### config.mk
export PLATFORM = sky130hd
export DESIGN_NAME = bram_port_initiator
export DESIGN_NICKNAME = d
export VERILOG_FILES = /design/src/rtl/bram_initiator_pkg.sv /design/src/rtl/bram_resp_fifo.sv /design/src/rtl/bram_port_initiator.sv
export SDC_FILE = /design/constraint.sdc
export NUM_CORES = 1
export LEC_CHECK = 0
export CAP_MARGIN = 0
export CORE_ASPECT_RATIO = 0.7
export CORE_MARGIN = 8
export CORE_UTILIZATION = 40
export DETAILED_ROUTE_END_ITERATION = 8
export DONT_BUFFER_PORTS = 1
export PLACE_DENSITY = 0.66
export SLEW_MARGIN = 25
export SYNTH_ARGS = -nofsm -noshare
export SYNTH_HDL_FRONTEND = slang
export SYNTH_SLANG_ARGS = --single-unit
### constraint.sdc
create_clock -name clk -period 5.9 [get_ports clk]
set_input_delay 0.885 -clock clk [delete_from_list [all_inputs] [get_ports clk]]
set_output_delay 0.885 -clock clk [all_outputs]
set_load 0.03 [all_outputs]
### src/rtl/bram_initiator_pkg.sv
// Shared types and constants for the BRAM port initiator and its response FIFO.
package bram_initiator_pkg;

    typedef enum logic {
        INIT = 1'b0,
        RUN  = 1'b1
    } initState_t;

    localparam int DEF_ADDR_WIDTH = 8;
    localparam int DEF_DATA_WIDTH = 64;
    localparam int DEF_RESP_DEPTH = 3;

    // Width needed to count 0..depth outstanding responses.
    function automatic int creditWidth(input int depth);
        return $clog2(depth + 1);
    endfunction

endpackage

### src/rtl/bram_resp_fifo.sv
// Small register FIFO holding read responses until the client takes them.
module bram_resp_fifo
    import bram_initiator_pkg::*;
#(
    parameter int WIDTH = DEF_DATA_WIDTH,
    parameter int DEPTH = DEF_RESP_DEPTH
) (
    input  logic                          clk,
    input  logic                          rst_n,
    input  logic                          push,
    input  logic [WIDTH-1:0]              din,
    input  logic                          pop,
    output logic [WIDTH-1:0]              dout,
    output logic [creditWidth(DEPTH)-1:0] count,
    output logic                          empty
);

    localparam int CW = creditWidth(DEPTH);
    localparam int PW = (DEPTH > 1) ? $clog2(DEPTH) : 1;

    logic [WIDTH-1:0] mem [DEPTH];
    logic [PW-1:0]    rdPtr;
    logic [PW-1:0]    wrPtr;
    logic [CW-1:0]    cnt;

    // Depth need not be a power of two, so pointers wrap explicitly.
    function automatic logic [PW-1:0] nextPtr(input logic [PW-1:0] p);
        return (p == PW'(DEPTH - 1)) ? '0 : p + 1'b1;
    endfunction

    always_ff @(posedge clk) begin
        if (!rst_n) begin
            rdPtr <= '0;
            wrPtr <= '0;
            cnt   <= '0;
        end else begin
            if (push) wrPtr <= nextPtr(wrPtr);
            if (pop)  rdPtr <= nextPtr(rdPtr);
            if (push && !pop)      cnt <= cnt + 1'b1;
            else if (!push && pop) cnt <= cnt - 1'b1;
        end
    end

    always_ff @(posedge clk) begin
        if (push) mem[wrPtr] <= din;
    end

    assign dout  = mem[rdPtr];
    assign count = cnt;
    assign empty = (cnt == '0);

    // Credit gating upstream must make both of these unreachable.
    assert property (@(posedge clk) disable iff (!rst_n) !(push && !pop && cnt == CW'(DEPTH)));
    assert property (@(posedge clk) disable iff (!rst_n) !(pop && cnt == '0));

endmodule

### src/rtl/bram_port_initiator.sv
// Drives one BRAM port from a request channel, zero-fills the RAM after reset,
// and returns read data in order through a credit-limited response FIFO.
module bram_port_initiator
    import bram_initiator_pkg::*;
#(
    parameter int ADDR_WIDTH    = DEF_ADDR_WIDTH,
    parameter int DATA_WIDTH    = DEF_DATA_WIDTH,
    parameter int RESP_DEPTH    = DEF_RESP_DEPTH,
    parameter bit INIT_ON_RESET = 1'b1
) (
    input  logic                  clk,
    input  logic                  rst_n,
    input  logic [ADDR_WIDTH-1:0] req_addr,
    input  logic                  req_we,
    input  logic [DATA_WIDTH-1:0] req_data,
    input  logic                  req_vld,
    output logic                  req_rd,
    output logic [DATA_WIDTH-1:0] resp_data,
    output logic                  resp_vld,
    input  logic                  resp_rd,
    output logic                  init_done,
    output logic [ADDR_WIDTH-1:0] ram_addr,
    output logic [DATA_WIDTH-1:0] ram_din,
    input  logic [DATA_WIDTH-1:0] ram_dout,
    output logic                  ram_en,
    output logic                  ram_we
);

    // Handshake: a request transfers on a clock edge where req_vld && req_rd;
    // a response transfers where resp_vld && resp_rd. req_rd depends only on
    // registered state, never on req_vld or resp_rd.

    localparam int CW = creditWidth(RESP_DEPTH);
    localparam logic [CW:0] DEPTH_L = (CW + 1)'(RESP_DEPTH);

    initState_t            state;
    initState_t            stateNext;
    logic                  armed;
    logic [ADDR_WIDTH-1:0] initCnt;
    logic                  inflight;
    logic                  accept;
    logic                  live;
    logic [CW-1:0]         fifoCount;
    logic                  fifoEmpty;
    logic [CW:0]           credUsed;

    // armed keeps the first cycle after reset release quiet on every output.
    assign live     = rst_n && armed;
    assign credUsed = {1'b0, fifoCount} + (CW + 1)'(inflight);

    always_ff @(posedge clk) begin
        if (!rst_n) begin
            state    <= INIT_ON_RESET ? INIT : RUN;
            armed    <= 1'b0;
            initCnt  <= '0;
            inflight <= 1'b0;
        end else begin
            state    <= stateNext;
            armed    <= 1'b1;
            inflight <= accept && !req_we;
            if (armed && state == INIT) initCnt <= initCnt + 1'b1;
        end
    end

    always_comb begin
        stateNext = state;
        accept    = 1'b0;
        req_rd    = 1'b0;
        init_done = 1'b0;
        ram_en    = 1'b0;
        ram_we    = 1'b0;
        ram_addr  = req_addr;
        ram_din   = req_data;
        case (state)
            INIT: begin
                if (live) begin
                    ram_en   = 1'b1;
                    ram_we   = 1'b1;
                    ram_addr = initCnt;
                    ram_din  = '0;
                    if (initCnt == '1) stateNext = RUN;
                end
            end
            RUN: begin
                init_done = live;
                // Writes are gated by the same credit rule to keep ordering trivial.
                req_rd    = live && (credUsed < DEPTH_L);
                accept    = req_vld && req_rd;
                ram_en    = accept;
                ram_we    = accept && req_we;
            end
        endcase
    end

    assign resp_vld = rst_n && !fifoEmpty;

    bram_resp_fifo #(
        .WIDTH (DATA_WIDTH),
        .DEPTH (RESP_DEPTH)
    ) respFifo (
        .clk   (clk),
        .rst_n (rst_n),
        .push  (inflight),
        .din   (ram_dout),
        .pop   (resp_vld && resp_rd),
        .dout  (resp_data),
        .count (fifoCount),
        .empty (fifoEmpty)
    );

endmodule

==> flow_summary_export.csv, run 1 <==
group,metric,value,unit
grt,grt_max_degree,77,
placement,place_congestion,0.849,
critical_path,crit_family,"flip-flops",
floorplan,die_area,26000,um^2
logic_synthesis,muxShareOfSynthArea,0.0855,
route,first_pass_iters,5,
logic_synthesis,synth-xor-area-share,0.00417,
route,routedWlPerCell,22.4,um
sta,slew_violations,0,
cts,cts_hold_buf,0,
placement,io_buffers,0,
floorplan,fp.dieW,189,um
min_path,hold_class,"in2reg",
sta,max_freq,0.266,GHz
sta,min_period,3.75,ns
floorplan,io_pins,282,
route,drt-initial-drc-count,233,
cts,postCtsSetupBuffers,0,
grt,grt_pass1_wl,28600,um
sta,tns,0,ns
sta,clock_skew,0.0151,ns
logic_synthesis,mappedNetlistArea,8400,um^2
floorplan,row_count,44,
cts,clockBufferDepth,3,
logic_synthesis,synthAdderAreaFrac,0.00596,
route,routed_wl,19600,um
critical_path,cp-start-kind,"register",
outcome,run_status,"finished clean",
critical_path,cp.depth,3,
sta,tightestPinTransition,1.10,ns
critical_path,critical_path_buf_inv_count,1,
final_layout,fillers,1802,
floorplan,coreArea,20600,um^2
sta,setup_violations,0,
cts,cts_root_buf,"clkbuf_16",
cts,tritoncts,"built",
grt,antenna_found_initial,7,
final_layout,utilization,0.457,
critical_path,critical_path.max_fanout,38,
grt,grt_usage,0.143,
final_layout,final_cell_mix,"edfxtp_1 (192), nand2_1 (70), and2_1 (65), mux2i_1 (65), o21ai_0 (61)",
route,drc,0,
logic_synthesis,ys_types,30,
cts,numCtsBuffers,22,
power_and_ir_drop,power_density,327,nW/um^2
sta,rsz0062_at_grt,"false",
min_path,worstHoldPathCells,0,
logic_synthesis,syn_inst,579,
final_layout,drive_gt1_frac,0.0891,
sta,slew_headroom,0.259,
logic_synthesis,ys_warn_count,0,
cts,htreeDepth,1,
critical_path,slowest_stage,"dfxtp_4",
cts,clock_latency,0.49,ns
logic_synthesis,syn-num-nets,724,
cts,cts_sinks,211,
route,routed_via_density,5.23,
route,num_vias,4582,
logic_synthesis,ys_ff_latch,211,
cts,cts_resized,0,
critical_path,crit_path_end_kind,"primary output",
logic_synthesis,syn_area_per_cell,14.5,um^2
critical_path,r2r_start,"inflight",
sta,fin_crit_sh,0.636,
final_layout,multi_input_area,2120,um^2
route,ant_nets,0,
logic_synthesis,synth_simple_gate_area_frac,0.101,
placement,dp_hpwl,13900,um
critical_path,criticalPathCategory,"reg2out",
critical_path,path_cells,"buf_4 > mux2i_1 > o21ai_0",
power_and_ir_drop,ir_drop,263,uV
final_layout,syn_to_final_growth,12.4,%
sta,finalHoldViolCount,0,
floorplan,die_h,137,um
power_and_ir_drop,power.total,3.08,mW
grt,grt_pass1_vias,4529,
sta,holdWs,0.421,ns
critical_path,slowest_delay,0.83,ns
final_layout,nets,724,
critical_path,ff2ff_path_depth,3,
logic_synthesis,yosysSeqAreaShare,0.732,
logic_synthesis,synth_top_family_by_area,"simple AND/OR/NAND/NOR gates",
logic_synthesis,synth_compound_area_frac,0.0533,
final_layout,register_area,6150,um^2
flow_run,drv_cap,0,
power_and_ir_drop,p_leak,2.86,nW
critical_path,cp.required,5.02,ns
floorplan,start_util,0.407,
grt,grt.overflow.total,0,
final_layout,final_common_cell,"edfxtp_1",
min_path,min_from,"rst_n",
cts,path_clk_slew,0.06,ns
critical_path,worstPathArrival,2.87,ns
## registers in the layout, summed over array words and instances, names as in the netlist, named ones only
name and cells:
initCnt 8, inflight 1, respFifo.rdPtr 2, armed 1, respFifo.mem 192, state 1
respFifo.count 2, respFifo.wrPtr 2
## through the flow
stage | instance area [um^2] | setup WS, ns | instances
after floorplan | 8400 | 0.146 | 579
after global placement | 8690 | 2.74 | 830
after detailed placement | 8710 | 2.63 | 831
after CTS | 9430 | 2.08 | 871
after global routing | 9440 | 2.01 | 876
final | 9440 | 2.15 | 876
## layer usage
metal	wire (um)	GRT usage
met4	412	0.0420
met1	7850	0.172
met2	9560	0.234
met3	1800	0.0589
met5	26	0
## Yosys cell counts
cell,n,area (um^2)
edfxtp_1,192,5770
o21ai_0,71,355
nand2_1,70,263
and2_1,65,407
mux2i_1,65,651
clkbuf_1,20,75.1
dfxtp_1,19,380
buf_2,10,50.1
nor2_1,10,37.5
a21oi_1,8,40.0
inv_1,6,22.5
mux2_2,6,67.6
ha_1,4,50.1
nand3_1,4,20.0
o31ai_1,4,30.0
or3_1,4,25.0
nand3b_1,2,15.0
nand4_1,2,12.5
nor2b_1,2,12.5
o21a_1,2,15.0
or4_1,2,15.0
xnor2_1,2,17.5
xor2_1,2,17.5
and3_1,1,6.26
clkbuf_2,1,5.00
nand4b_1,1,8.76
nand4b_2,1,15.0
nor3_1,1,5.00
nor3b_1,1,7.51
o211ai_1,1,7.51
## final timing paths
kind / end / slack, ns
setup reg to reg: respFifo.mem[1][9] / 3.75
hold / removal: armed / 0.42
hold reg to reg: register / 0.49
setup / recovery: resp_data[34] / 2.15
## final cells by class
class	instances	area share
Sequential cell	211	0.652
Multi-Input combinational cell	331	0.225
Clock buffer	27	0.0625
Tap cell	276	0.0366
Clock inverter	13	0.0134
Timing Repair Buffer	7	0.00768
Inverter	6	0.00238
Antenna cell	5	0.00132
## report_power, final
group          switching, mW  total, mW  leakage [nW]  internal, mW
combinational         0.0952      0.116         0.624        0.0205
clock                  0.532       1.34         0.352         0.804
sequential           0.00249       1.63          1.88          1.63
## kinds of logic after synthesis
logic type / count (synthesis)
simple gates: 166
compound gates: 86
buf+inv: 37
mux: 71
xor+xnor: 4
flops: 211
fa+ha+maj: 4
No activity file was read; power rests on OpenSTA's default activity.
==> run 2, diff against run 1 <==
--- a/config.mk
+++ b/config.mk
@@ -11,7 +11,7 @@
 export CORE_UTILIZATION = 40
 export DETAILED_ROUTE_END_ITERATION = 8
 export DONT_BUFFER_PORTS = 1
-export PLACE_DENSITY = 0.66
+export PLACE_DENSITY = 0.64
 export SLEW_MARGIN = 25
 export SYNTH_ARGS = -nofsm -noshare
 export SYNTH_HDL_FRONTEND = slang
==> constraint.sdc (replaced) <==
create_clock -name clk -period 3.55 [get_ports clk]
set_input_delay 0.5325 -clock clk [delete_from_list [all_inputs] [get_ports clk]]
set_output_delay 0.5325 -clock clk [all_outputs]
set_load 0.03 [all_outputs]
==> run 2 against run 1 <==
Total power is 61% higher. Sequential share of layout area is 3.0 points lower. Via count up 1.5%. Critical path depth increased by 1. Hold slack worse by 0.34 ns. Clock skew shrank 0.0094 ns. Flip-flop and latch count unchanged. Final area grew 4.8%. Combinational power grew 68%. Sequential power rose by 66%. Count of clock-buffer cells in the layout decreased by 3. Highest routed layer unchanged.
==> flow_summary_export.csv, run 2 (same netlist as run 1, synthesis figures left out) <==
group,metric,value,unit
placement,place_congestion,0.965,
cts,tritoncts,"built",
placement,io_buffers,0,
critical_path,cp-start-kind,"register",
sta,setup_violations,0,
route,drc,0,
critical_path,critical_path.max_fanout,73,
cts,postCtsSetupBuffers,0,
route,drt-initial-drc-count,256,
critical_path,r2r_start,"respFifo.wrPtr[0]",
critical_path,slowest_stage,"dfxtp_4",
sta,tightestPinTransition,0.960,ns
power_and_ir_drop,p_leak,3.15,nW
placement,dp_hpwl,14100,um
floorplan,row_count,44,
critical_path,worstPathArrival,2.12,ns
cts,clock_latency,0.47,ns
sta,fin_crit_sh,0.747,
final_layout,largest_reg_flops,192,
grt,grt_util_met1,0.183,
floorplan,start_util,0.407,
cts,cts_hold_buf,0,
sta,finalHoldViolCount,0,
power_and_ir_drop,p_int,3.97,mW
cts,cts_root_buf,"clkbuf_16",
route,ant_nets,0,
cts,clockBufferDepth,3,
floorplan,die_h,137,um
power_and_ir_drop,power_density,502,nW/um^2
sta,tns,0,ns
grt,grt_usage,0.144,
power_and_ir_drop,p_clk_frac,0.414,
cts,htreeDepth,1,
grt,grt_use_met2,0.233,
sta,slew_violations,0,
power_and_ir_drop,swShare,0.200,
floorplan,fp.dieW,189,um
floorplan,coreArea,20600,um^2
route,routed_wl,19600,um
flow_run,drv_cap,0,
outcome,run_status,"finished clean",
route,first_pass_iters,4,
final_layout,final_common_cell,"edfxtp_1",
final_layout,fillers,1744,
sta,rsz0062_at_grt,"false",
final_layout,reg.largest.list,"respFifo.mem (192), initCnt (8)",
grt,grt_pass1_wl,29100,um
route,routedWlPerCell,20.9,um
critical_path,cp.required,3.02,ns
final_layout,final_cell_mix,"edfxtp_1 (192), buf_4 (74), o21ai_0 (71), nand2_1 (70)",
critical_path,critical_path_buf_inv_count,2,
route,routed_via_density,4.96,
min_path,hold_class,"in2reg",
final_layout,regMostFlops,"respFifo.mem",
power_and_ir_drop,combPwrFrac,0.039,
cts,numCtsBuffers,21,
cts,cts_resized,0,
final_layout,nets,792,
grt,gr-usage-met3,0.0551,
power_and_ir_drop,ir_drop,336,uV
min_path,min_from,"rst_n",
floorplan,io_pins,282,
critical_path,crit_path_end_kind,"primary output",
critical_path,crit_family,"flip-flops",
cts,cts_sinks,211,
sta,max_freq,0.377,GHz
cts,path_clk_slew,0.06,ns
floorplan,die_area,26000,um^2
power_and_ir_drop,seqPwrFrac,0.546,
grt,antenna_found_initial,1,
sta,min_period,2.65,ns
final_layout,syn_to_final_growth,17.8,%
grt,grt_pass1_vias,4725,
grt,busiest_layer,"met2",
grt,grt.overflow.total,0,
critical_path,crit_top_cell,"buf_4",
grt,grt_max_degree,77,
power_and_ir_drop,switching_power,0.995,mW
critical_path,criticalPathCategory,"reg2out",
critical_path,slowest_delay,0.77,ns
sta,clock_skew,0.00574,ns
final_layout,drive_gt1_frac,0.175,
critical_path,path_cells,"buf_4 > nand2_1 > o21ai_0 > buf_4",
final_layout,utilization,0.479,
route,num_vias,4651,
sta,slew_headroom,0.360,
run 2: final timing paths:
| kind | cells past startpoint | to | slack (ns) |
|---|---|---|---|
| worst max-delay path | 4 | resp_data[5] | 0.90 |
| worst min-delay path | 0 | armed | 0.08 |
| worst max register to register | 3 | respFifo.mem[1][13] | 1.66 |
| worst min register to register | 2 | register | 0.49 |
run 2: through the flow:
stage	hold slack (ns)	cell area [um^2]	power, mW	std cells	worst slack, ns
after CTS	0.0588	9890	5.03	937	0.846
after global placement	0.479	9240	2.96	900	1.40
after floorplan	0.459	8410	2.94	579	0.115
after global routing	0.0571	9890	5.13	937	0.691
after detailed placement	0.480	9240	2.96	900	1.36
final	0.0824	9890	4.97	938	0.900
run 2: power groups by stage:
stage	Clock (mW)	Sequential, mW	Combinational [mW]
finish	2.06	2.71	0.195
global route	2.21	2.71	0.202
CTS	2.12	2.71	0.196
detailed placement	0	2.77	0.195
global placement	0	2.77	0.194
floorplan	0	2.77	0.175
run 2: cell type report:
type                       count  area (um^2)  area share
inverter                       6         22.5     0.00228
tap                          276          345      0.0349
antenna                        1         2.50    0.000253
sequential                   211         6150       0.622
clock inverter                13          111      0.0113
multi-input combinational    331         2130       0.215
clock buffer                  24          537      0.0542
timing repair buffer          76          596      0.0602
run 2: per-layer routing:
metal / vias up / wire length, um / part of all wire
met5: - / 7 / 0.00036
met4: 2 / 348 / 0.018
met3: 28 / 1630 / 0.083
met2: 120 / 9270 / 0.47
met1: 2248 / 8360 / 0.43
li1: 2253 / - / -
==> patch 1, RTL diff (flow settings as in run 2) <==
The package constant `DEF_RESP_DEPTH` goes from 3 to 2.
--- a/src/rtl/bram_initiator_pkg.sv
+++ b/src/rtl/bram_initiator_pkg.sv
@@ -8,7 +8,7 @@
 
     localparam int DEF_ADDR_WIDTH = 8;
     localparam int DEF_DATA_WIDTH = 64;
-    localparam int DEF_RESP_DEPTH = 3;
+    localparam int DEF_RESP_DEPTH = 2;
 
     // Width needed to count 0..depth outstanding responses.
     function automatic int creditWidth(input int depth);
Behaviour: no difference found for any inputs over 10 cycles, from zero or initial values and one cycle with rst_n low; that may be too few to reach the edited logic, so the function may still have changed.
==> patch 1 against run 2 <==
Area after synthesis down 31%. Routed wire length down 22%. Count of clock-buffer cells in the layout down 7. Cell area down 33%. Setup slack worse by 0.13 ns. Total power down 26%. Maximum frequency down 4.7%. Sequential cell count down 67. Critical endpoint is now ram_addr[0]. Largest cell class unchanged. Largest power group unchanged.
==> patch 1: results <==
{
  "reg2reg_to": "respFifo.mem[1][30]",
  "holdWs_ns": 0.1476,
  "met3_length_mm": 1.456,
  "cts_buffers": 17,
  "synthTopCellsByArea": "edfxtp_1, mux2_2, and2_1, dfxtp_1, buf_2",
  "seq_area_frac_synth_pct": 71.46,
  "crit_fanout": 52,
  "grtUsageMet1_pct": 15.17,
  "cpMaxStageDelayCell": "nand2_1",
  "drt_iter0_markers": 209,
  "post-place-cells": 542,
  "skew_ns": 0.006774,
  "registers.top_by_ff_count": "respFifo.mem",
  "stdcell_count": 578,
  "routed-wl-met2_mm": 8.370,
  "r2r_slack_ns": 1.91,
  "ir_drop_mv": 0.2797,
  "crit_end": "ram_addr[0]",
  "synth_commonest_cells": "edfxtp_1, mux2_2, and2_1, dfxtp_1",
  "setup_ws_ns": 0.7686,
  "synthDistinctLibCells": 30,
  "async_flop_share_pct": 0,
  "dpl.hpwl_mm": 11.77,
  "syn-num-nets": 500,
  "wire_per_inst_um": 26.33,
  "arrival_ns": 2.25,
  "grt_util_met2_pct": 30.67,
  "worstMarginPinSlew_ns": 0.6432,
  "place_ws_ns": 1.196,
  "outcome": "completed",
  "slew_viol_final": 0,
  "dpl_cell_area_mm2": 0.006097,
  "antenna_found_initial": 10,
  "largest_register_ffs": 128,
  "gr-usage-all-layers_pct": 16.01,
  "grt_pass1_vias": 3302,
  "grt_max_degree": 54,
  "synth_cells": 357,
  "p_leak_nw": 2.150,
  "drt-met1-wl_mm": 5.124,
  "top_layer": "met4",
  "r2r-start": "inflight",
  "max_stage_delay_ns": 0.50,
  "cts_buffer_depth": 2,
  "global_route.usage.met3_pct": 7.617,
  "gp_congestion": 0.9188,
  "reg2reg_depth": 2,
  "vias": 3022,
  "htree_levels": 4,
  "layout.nets": 509,
  "io_buffers": 0,
  "grt_pass1_wl_mm": 21.65,
  "drive_gt1_share_pct": 29.82
}
-- patch 1: cell types whose count changed in the layout (fill, tap and decap cells not counted), sizes merged, moves of 3 or more --
cell | run 2 | this run
clkbuf | 24 | 17
edfxtp | 192 | 128
o21ai | 71 | 5
inv | 6 | 11
nand2 | 70 | 3
mux2i | 65 | 1
clkinv | 11 | 5
dfxtp | 19 | 16
mux2 | 6 | 72
buf | 76 | 6
diode | 1 | 4
clkinvlp | 0 | 3
-- patch 1: where the power goes --
group	switching [mW]	leakage, nW	internal [mW]	total (mW)
Combinational	0.154	0.607	0.0378	0.192
Sequential	0.00585	1.28	1.85	1.85
Clock	0.716	0.263	0.912	1.63
Total	0.876	2.15	2.79	3.67
-- patch 1: kinds of logic after synthesis --
group / after synthesis / synth area share, %
flops: 144 / 71.46
simple gates: 96 / 9.964
mux: 73 / 14.09
buf+inv: 20 / 1.610
compound gates: 16 / 1.546
xor+xnor: 6 / 0.9020
fa+ha+maj: 2 / 0.4294
-- patch 1: critical path, delay by kind of cell, from the launching register on --
| kind | cells | cell delay (ns) |
|---|---|---|
| multiplexers | 1 | 0.44 |
| flip-flops | 1 | 0.38 |
| buffers and inverters | 1 | 0.27 |
| AND/OR/NAND/NOR | 2 | 0.74 |
-- patch 1: area by class of cell --
| cell class | count | area, um2 |
|---|---|---|
| sequential | 144 | 4165 |
| inverter | 4 | 15.01 |
| timing repair buffer | 6 | 95.09 |
| clock inverter | 15 | 123.9 |
| antenna | 4 | 10.01 |
| fill | 1244 | 7787 |
| multi-input combinational | 193 | 1578 |
| tap | 195 | 244.0 |
| clock buffer | 17 | 425.4 |
==> patch 2, RTL diff (settings of run 2) <==
Without the edit above. Add an input register stage for `ram_dout`; this delays it by one clock. The other inputs are not delayed to match.
--- a/src/rtl/bram_port_initiator.sv
+++ b/src/rtl/bram_port_initiator.sv
@@ -32,6 +32,12 @@
 
     localparam int CW = creditWidth(RESP_DEPTH);
     localparam logic [CW:0] DEPTH_L = (CW + 1)'(RESP_DEPTH);
+
+    logic [DATA_WIDTH-1:0] ram_dout_q;
+
+    always_ff @(posedge clk) begin
+        ram_dout_q <= ram_dout;
+    end
 
     initState_t            state;
     initState_t            stateNext;
@@ -101,7 +107,7 @@
         .clk   (clk),
         .rst_n (rst_n),
         .push  (inflight),
-        .din   (ram_dout),
+        .din   (ram_dout_q),
         .pop   (resp_vld && resp_rd),
         .dout  (resp_data),
         .count (fifoCount),
Behaviour: same outputs for any inputs over 10 cycles, from zero or initial values and one cycle with rst_n low; that may be too few to reach the edited logic, so the function may still have changed.
==> patch 2 against run 2 <==
Total power is 29% higher. Sequential cell count is 64 higher. Die area is 14% higher. Core utilization is 0.41 points higher. Via count is 12% higher. Register-to-register slack better by 0.03 ns. Cell area is 16% higher. Setup slack worse by 0.069 ns. Routed wire length is 12% higher. Area after synthesis is 15% higher. Cell count is 12% higher. Sequential power is 29% higher. Highest routed layer unchanged.
==> patch 2: results <==
{
  "grt_overflow": 0,
  "clk_pin_slew_worst_paths_ns": 0.06,
  "grt_pass1_wl_mm": 32.81,
  "synthDistinctLibCells": 31,
  "arrival_ns": 2.19,
  "gr-usage-all-layers_pct": 13.98,
  "cts_root_buffer": "clkbuf_16",
  "io_buffers": 0,
  "synthFlopType": "edfxtp_1",
  "hp-class": "input pin to flip-flop",
  "ir_drop_mv": 0.3994,
  "post-place-cells": 1003,
  "synthTopCellsByArea": "edfxtp_1, dfxtp_1, mux2i_1, and2_1, o21ai_0",
  "antenna_found_initial": 4,
  "p_leak_nw": 3.819,
  "dpl.hpwl_mm": 15.11,
  "synthAdderAreaFrac_pct": 0.5162,
  "ys_warn_count": 0,
  "dpl_cell_area_mm2": 0.01058,
  "synth_compound_area_share_pct": 4.439,
  "clkLatencyLatePin_ns": 0.52,
  "async_flop_share_pct": 0,
  "synthMuxAreaShare_pct": 7.627,
  "syn-num-nets": 786,
  "p_int_mw": 5.080,
  "stdcell_count": 1055,
  "cts_buffer_depth": 3,
  "synth_xor_xnor_area_share_pct": 0.3613,
  "fill_cells": 2003,
  "cts-resized-gates": 0,
  "max-slew-margin-rel_pct": 37.00,
  "reg_top3": "respFifo.mem x192, ram_dout_q x64, initCnt x8",
  "vias": 5222,
  "skew_ns": 0.01514,
  "gp_congestion": 0.8500,
  "seq_area_frac_synth_pct": 76.60,
  "synth-edff-count": 192,
  "multi_input_area_mm2": 0.002145,
  "htree_levels": 1,
  "cts_buffers": 26,
  "drt_iter0_markers": 305,
  "synth_cells": 641,
  "drive_gt1_share_pct": 16.98,
  "grt_max_degree": 76,
  "postCtsSetupBuffers": 0,
  "layout.nets": 861,
  "dr.pass1.iters": 4,
  "crit_fanout": 68,
  "wire_per_inst_um": 20.78,
  "synth_commonest_cells": "edfxtp_1, dfxtp_1, o21ai_0, nand2_1, mux2i_1",
  "grt_pass1_vias": 5268,
  "outcome": "completed"
}
==> patch 2: changes by cell type after synthesis, moves of 2 or more <==
cell and change:
nand2b_1 +2, buf_2 +2, inv_1 -2, dfxtp_1 +64
==> patch 2: cell type report <==
class                           count  area share [%]
Inverter                            4          0.1311
Multi-Input combinational cell    331           18.72
Timing Repair Buffer               78           5.396
Clock buffer                       41           6.794
Antenna cell                        1         0.02185
Clock inverter                      7          0.5571
Sequential cell                   275           64.90
Tap cell                          318           3.474
==> patch 2: cell families (layout without fill, tap and decap cells) <==
logic type	Yosys count	after routing
DFF	275	275
and+or+nand+nor	167	167
AOI/OAI and AO/OA	83	83
muxes	73	73
buffers and inverters	35	130
adders and majority gates	4	4
xor gates and xnor gates	4	4
other	0	1
==> patch 2: routing by layer <==
| layer | part of all wire, % | vias to the layer above | track usage (%) |
|---|---|---|---|
| met2 | 46 | 141 | 21.84 |
| met5 | 0.16 | - | 0 |
| met1 | 46 | 2570 | 19.28 |
| met3 | 5.9 | 37 | 3.824 |
| li1 | - | 2468 | - |
| met4 | 1.7 | 6 | 2.951 |
==> patch 2: final timing paths <==
check | startpoint | to | slack [ns] | cells past startpoint
worst max-delay path | flip-flop | resp_data[2] | 0.83 | 3
worst min-delay path | ram_dout[39] | ram_dout_q[39] | 0.04 | 0
worst max register to register | inflight | respFifo.mem[2][12] | 1.69 | 3
worst min register to register | ram_dout_q[12] | respFifo.mem[0][12] | 0.45 | 0
==> patch 2: power by group through the flow <==
stage | clock network (mW) | registers [mW] | logic, mW
after floorplan | 0 | 3.56 | 0.177
after global placement | 0 | 3.56 | 0.194
after detailed placement | 0 | 3.57 | 0.194
after CTS | 2.76 | 3.50 | 0.194
after global routing | 2.89 | 3.50 | 0.203
final | 2.69 | 3.50 | 0.196
==> patch 2: worst max-delay path: stages, from the launching register on <==
cell	delay, ns
dfxtp_4	0.76
buf_4	0.43
o21ai_0	0.23
buf_4	0.22
==> patch 2: per-stage QoR <==
stage               hold slack [ns]  setup slack, ns
finish                      0.03661           0.8309
global route               0.006791           0.6251
CTS                        0.001128           0.7738
detailed placement           0.4346            1.338
global placement             0.4237            1.398
floorplan                    0.4210          0.09339
